File: src/rtl/gt_link_pkg.sv
// Shared GT link definitions: requester indices, arbiter state type, word width.
package gt_link_pkg;

    localparam int REQ_NORTH = 0;
    localparam int REQ_SOUTH = 1;
    localparam int REQ_CTRL  = 2;

    localparam int GT_WORD_W = 64;

    typedef enum logic {
        IDLE  = 1'b0,
        BURST = 1'b1
    } arb_state_t;

endpackage

File: src/rtl/rr_pick.sv
// Rotating first-one finder: returns the first set request at or after start, wrapping modulo N.
module rr_pick #(
    parameter int N  = 3,
    parameter int PW = $clog2(N)
) (
    input  logic [N-1:0]  req_i,
    input  logic [PW-1:0] start_i,
    output logic          found_o,
    output logic [PW-1:0] idx_o
);

    always_comb begin
        logic [PW-1:0] pos;
        found_o = |req_i;
        idx_o   = '0;
        pos     = '0;
        // Scan from the farthest offset back to start so the nearest hit is written last.
        for (int k = N - 1; k >= 0; k--) begin
            pos = PW'((int'(start_i) + k) % N);
            if (req_i[pos]) begin
                idx_o = pos;
            end
        end
    end

endmodule

File: src/rtl/gt_tx_arbiter.sv
// Burst-limited round-robin scheduler for the GT transmit link with a single output register.
// Optional per-requester grant counters are built when GT_TX_ARB_STATS_EN is defined.
module gt_tx_arbiter
    import gt_link_pkg::*;
#(
    parameter int NUM_REQ    = 3,
    parameter int DATA_WIDTH = GT_WORD_W,
    parameter int BURST_MAX  = 4,
    parameter int PTR_W      = $clog2(NUM_REQ)
) (
    input  logic                          clk,
    input  logic                          reset,
    input  logic [NUM_REQ*DATA_WIDTH-1:0] req_data,
    input  logic [NUM_REQ-1:0]            req_valid,
    output logic [NUM_REQ-1:0]            req_ready,
    output logic [DATA_WIDTH-1:0]         out_data,
    output logic                          out_valid,
    input  logic                          out_ready,
    output logic [PTR_W-1:0]              owner,
    output logic                          busy,
    output logic [NUM_REQ*16-1:0]         grant_count,
    input  logic                          stats_clear
);

    localparam int CNT_W = $clog2(BURST_MAX + 1);
    localparam logic [CNT_W-1:0] BMAX = CNT_W'(BURST_MAX);

    // Every port pair transfers on a clock edge where valid && ready; a source holds
    // its word stable while valid && !ready, and ready never depends on a later cycle.
    arb_state_t            state_q, state_d;
    logic [PTR_W-1:0]      owner_q, owner_d;
    logic [PTR_W-1:0]      rr_ptr_q, rr_ptr_d;
    logic [CNT_W-1:0]      burst_cnt_q, burst_cnt_d;
    logic                  out_valid_q, out_valid_d;
    logic [DATA_WIDTH-1:0] out_data_q, out_data_d;

    logic                  load_en;
    logic                  continue_burst;
    logic                  pick_found;
    logic [PTR_W-1:0]      pick_idx;
    logic                  grant_vld;
    logic [PTR_W-1:0]      grant_idx;
    logic [DATA_WIDTH-1:0] sel_data;
    logic [NUM_REQ-1:0]    xfer;

    function automatic logic [PTR_W-1:0] ptr_inc(input logic [PTR_W-1:0] p);
        return (p == PTR_W'(NUM_REQ - 1)) ? '0 : p + PTR_W'(1);
    endfunction

    rr_pick #(
        .N  (NUM_REQ),
        .PW (PTR_W)
    ) u_rr_pick (
        .req_i   (req_valid),
        .start_i (rr_ptr_q),
        .found_o (pick_found),
        .idx_o   (pick_idx)
    );

    always_comb begin
        load_en        = !out_valid_q || out_ready;
        continue_burst = (state_q == BURST) && req_valid[owner_q] && (burst_cnt_q < BMAX);
        grant_vld      = load_en && (continue_burst || pick_found);
        grant_idx      = continue_burst ? owner_q : pick_idx;
        sel_data       = '0;
        xfer           = '0;
        for (int i = 0; i < NUM_REQ; i++) begin
            if (grant_idx == PTR_W'(i)) begin
                sel_data = req_data[i*DATA_WIDTH +: DATA_WIDTH];
                xfer[i]  = grant_vld && req_valid[i];
            end
        end
    end

    always_comb begin
        state_d     = state_q;
        owner_d     = owner_q;
        rr_ptr_d    = rr_ptr_q;
        burst_cnt_d = burst_cnt_q;
        out_valid_d = out_valid_q;
        out_data_d  = out_data_q;

        if (grant_vld) begin
            out_valid_d = 1'b1;
            out_data_d  = sel_data;
            owner_d     = grant_idx;
            state_d     = BURST;
            burst_cnt_d = continue_burst ? burst_cnt_q + CNT_W'(1) : CNT_W'(1);
        end else begin
            if (out_valid_q && out_ready) begin
                out_valid_d = 1'b0;
            end
            if (load_en) begin
                state_d = IDLE;
            end
        end

        // A full burst hands the search to the next index; so does an owner that lost the grant.
        if (grant_vld && (burst_cnt_d == BMAX)) begin
            rr_ptr_d = ptr_inc(grant_idx);
        end else if (load_en && (state_q == BURST) && !(grant_vld && (grant_idx == owner_q))) begin
            rr_ptr_d = ptr_inc(owner_q);
        end
    end

    always_ff @(posedge clk) begin
        if (reset) begin
            state_q     <= IDLE;
            owner_q     <= '0;
            rr_ptr_q    <= '0;
            burst_cnt_q <= '0;
            out_valid_q <= 1'b0;
            out_data_q  <= '0;
        end else begin
            state_q     <= state_d;
            owner_q     <= owner_d;
            rr_ptr_q    <= rr_ptr_d;
            burst_cnt_q <= burst_cnt_d;
            out_valid_q <= out_valid_d;
            out_data_q  <= out_data_d;
        end
    end

`ifdef GT_TX_ARB_STATS_EN
    logic [NUM_REQ-1:0][15:0] grant_cnt_q;

    // Clear takes precedence over a coincident grant.
    always_ff @(posedge clk) begin
        if (reset || stats_clear) begin
            grant_cnt_q <= '0;
        end else begin
            for (int i = 0; i < NUM_REQ; i++) begin
                if (xfer[i] && (grant_cnt_q[i] != 16'hFFFF)) begin
                    grant_cnt_q[i] <= grant_cnt_q[i] + 16'd1;
                end
            end
        end
    end

    assign grant_count = grant_cnt_q;
`else
    logic unused_stats_clear;
    assign unused_stats_clear = stats_clear;
    assign grant_count        = '0;
`endif

    assign req_ready = xfer;
    assign out_data  = out_data_q;
    assign out_valid = out_valid_q;
    assign owner     = owner_q;
    assign busy      = (|req_valid) || out_valid_q;

endmodule

File: config.mk
export PLATFORM = sky130hd
export DESIGN_NAME = gt_tx_arbiter
export DESIGN_NICKNAME = d
export VERILOG_FILES = /design/src/rtl/gt_link_pkg.sv /design/src/rtl/rr_pick.sv /design/src/rtl/gt_tx_arbiter.sv
export SDC_FILE = /design/constraint.sdc
export NUM_CORES = 1
export LEC_CHECK = 0
export CORE_AREA = 2 2 123 125
export CTS_BUF_LIST = sky130_fd_sc_hd__clkbuf_4
export DETAILED_ROUTE_END_ITERATION = 10
export DIE_AREA = 0 0 125 127
export PLACE_DENSITY = 0.78
export SLEW_MARGIN = 20
export SYNTH_ARGS = -nofsm -noshare
export SYNTH_HDL_FRONTEND = slang
export SYNTH_SLANG_ARGS = --single-unit
File: constraint.sdc
create_clock -name clk -period 2.4 [get_ports clk]
set_clock_uncertainty 0.1 [all_clocks]
set_input_delay 0.24 -clock clk [delete_from_list [all_inputs] [get_ports clk]]
set_output_delay 0.24 -clock clk [all_outputs]
set_load 0.02 [all_outputs]
==> reports/metrics.yaml <==
grt_overflow: 0
synth.distinct_cells: 42
arrival_ns: 2.03
drt_pass1_iterations: 4
worstMarginPinSlew_ns: 0.518
cp-start-kind: "flop"
rows: 44
grt_setup_unrepaired: "true"
core_um2: 14400
ys_top_cells_by_area: "dfxtp_1 (33%), mux2i_1 (15%), o21ai_0 (11%)"
finalWeightedCongestion: 0.813
synth_edf_count: 0
io_buffer_count: 268
dieArea_um2: 15900
clockBufferDepth: 2
placed_area_um2: 7380
cts_tree: "yes"
antenna_found_initial: 0
drc: 0
vias: 4708
fin_util: 0.533
dp_hpwl_um: 11300
end_kind: "output port"
ios: 318
p_leak_nw: 3.23
die_h_um: 127
wl_per_cell_um: 14.1
avgSynthCellArea_um2: 8.03
crit_path_start: "rr_ptr_q[0]"
r2r-start: "rr_ptr_q[0]"
synth_area_leader_cell: "dfxtp_1"
area_delta_synth_final_pct: 72.9
synthCells: 554
cts_num_sinks: 73
ir_worst_vdd_mv: 0.290
fin_nets: 1047
synth_area_um2: 4450
setup_viol: 0
power_density_nw_per_um2: 521
first_global_vias: 4322
ys_seq_area_frac: 0.328
worst_slack_ns: 0.0310
cap_violations: 0
grt_pass1_wl_um: 22100
clk_latency_ns: 0.44
numCtsBuffers: 9
clk_pin_slew_ns: 0.12
initial_core_util: 0.308
period_minus_slack_ns: 2.37
die_x_um: 125
yosys_register_bits: 73
grt_util_all_layers: 0.174
rrSetupSlack_ns: 0.08
final_antenna_net_count: 0
synth_top_flop_cell: "dfxtp_1"
synth_warnings: 0
cts_root_buf: "clkbuf_4"
required_ns: 2.06
hold_viol_final: 0
synth_top_area_frac: 0.328
dp_slack_ns: -0.339
cts_max_level: 3
fin_setup_tns_ns: 0
nFillCells: 1404
via_per_inst: 4.56
drv_slew: 0
hold_class: "in -> reg"
final_cell_area_um2: 7690
cts_hold_buf: 0
n_antenna_cell: 0
crit_type: "reg -> out"
slew_headroom: 0.654
layout-drive-gt1-share: 0.110
initialDrtViolationCount: 142
postRouteWirelength_um: 14500
hold_start: "req_data[175]"
finalCritPeriodShare: 0.987
async_reset_ff_frac: 0
status: "completed"
grt_max_degree: 83
fmax_ghz: 0.422
path_max_fanout: 5
-- critical path: stages (launching register included) --
cell and delay (ns):
dfxtp_2 0.35, buf_4 0.14, ha_4 0.17, buf_4 0.15
o21ai_4 0.19, a211oi_4 0.09, a21oi_4 0.15, and4_1 0.22
buf_6 0.12
-- state kept, by name, indices dropped and copies added, names as in the netlist --
register     count
out_data        64
burst_cnt_q      3
owner            2
rr_ptr_q         2
out_valid        1
state_q          1
-- kinds of logic (layout without fill, tap and decap cells) --
| logic type | Yosys count | after routing | share of synthesized area |
|---|---|---|---|
| AOI/OAI and AO/OA | 154 | 154 | 0.187 |
| muxes | 65 | 65 | 0.146 |
| other | 1 | 48 | 0.000843 |
| and+or+nand+nor | 170 | 170 | 0.199 |
| buffers and inverters | 88 | 336 | 0.130 |
| adders and majority gates | 3 | 3 | 0.00844 |
| DFF | 73 | 73 | 0.328 |
-- worst paths after layout --
| check | to | depth (start not counted) |
|---|---|---|
| worst max register to register | out_data[23] | 11 |
| worst min register to register | out_data[12] | 2 |
| worst min-delay path | out_data[47] | 3 |
| worst max-delay path | req_ready[0] | 8 |
-- placed cells by master (no fill, tap or decap), types with 3 or more instances in the layout --
| cell type | synthesis | layout |
|---|---|---|
| nor2_1 | 11 | 9 |
| a21oi_1 | 6 | 5 |
| nand3_1 | 5 | 4 |
| buf_6 | 1 | 3 |
| clkdlybuf4s50_1 | 0 | 265 |
| dfxtp_1 | 73 | 69 |
| o21ai_0 | 94 | 93 |
| conb_1 | 1 | 48 |
| and2_1 | 65 | 65 |
| buf_12 | 0 | 5 |
| nand2_1 | 69 | 69 |
| a211o_1 | 3 | 3 |
| clkbuf_4 | 0 | 9 |
| dfxtp_2 | 0 | 4 |
| buf_4 | 52 | 43 |
| o21ai_1 | 38 | 38 |
| clkinv_2 | 0 | 3 |
| nor2_4 | 0 | 3 |
| nand2b_1 | 4 | 3 |
| mux2i_1 | 65 | 64 |
-- area by class of cell --
| cell class | instances | area (µm²) | area share |
|---|---|---|---|
| Clock buffer | 9 | 67.6 | 0.00878 |
| Clock inverter | 6 | 83.8 | 0.0109 |
| Inverter | 3 | 11.3 | 0.00146 |
| Multi-Input combinational cell | 440 | 2700 | 0.352 |
| Tap cell | 184 | 230 | 0.0299 |
| Sequential cell | 73 | 1470 | 0.191 |
| Timing Repair Buffer | 318 | 3130 | 0.407 |
-- per-stage QoR --
stage	std cells	hold slack, ns	total power (W)
floorplan	601	0.327	0.00237
CTS	1029	0.274	0.00403
global route	1033	0.298	0.00424
global placement	1012	0.332	0.00310
finish	1033	0.324	0.00401
detailed placement	1012	0.337	0.00313
-- power by group --
| group | switching [W] | internal, W | total [W] |
|---|---|---|---|
| Sequential | 0.0000788 | 0.00137 | 0.00144 |
| Clock | 0.000457 | 0.000413 | 0.000870 |
| Combinational | 0.000776 | 0.000916 | 0.00169 |
-- metal layers --
metal,wire [µm],share of wire,global-route usage
met2,7250,0.50,0.315
met5,0,0,0
met4,304,0.021,0.0477
met3,1180,0.081,0.0632
met1,5790,0.40,0.192
-- repair_timing --
item	in CTS	in global routing
resized for setup	30	15
pin swaps	5	9
setup endpoints to repair	67	49
cloned	0	0
endpoints found under the hold margin	0	0
setup buffers	3	4
-- Yosys cell counts, types with 2 or more instances --
cell type / count
a211o_1: 3
a211oi_1: 2
a21o_1: 2
a21oi_1: 6
and2_1: 65
buf_2: 2
buf_4: 52
buf_8: 4
clkbuf_1: 26
dfxtp_1: 73
ha_1: 3
inv_1: 3
mux2i_1: 65
nand2_1: 69
nand2b_1: 4
nand3_1: 5
nor2_1: 11
nor3_1: 3
nor3b_1: 2
nor4_1: 2
o21ai_0: 94
o21ai_1: 38
Note: power is estimated with default switching activity, not from simulation.
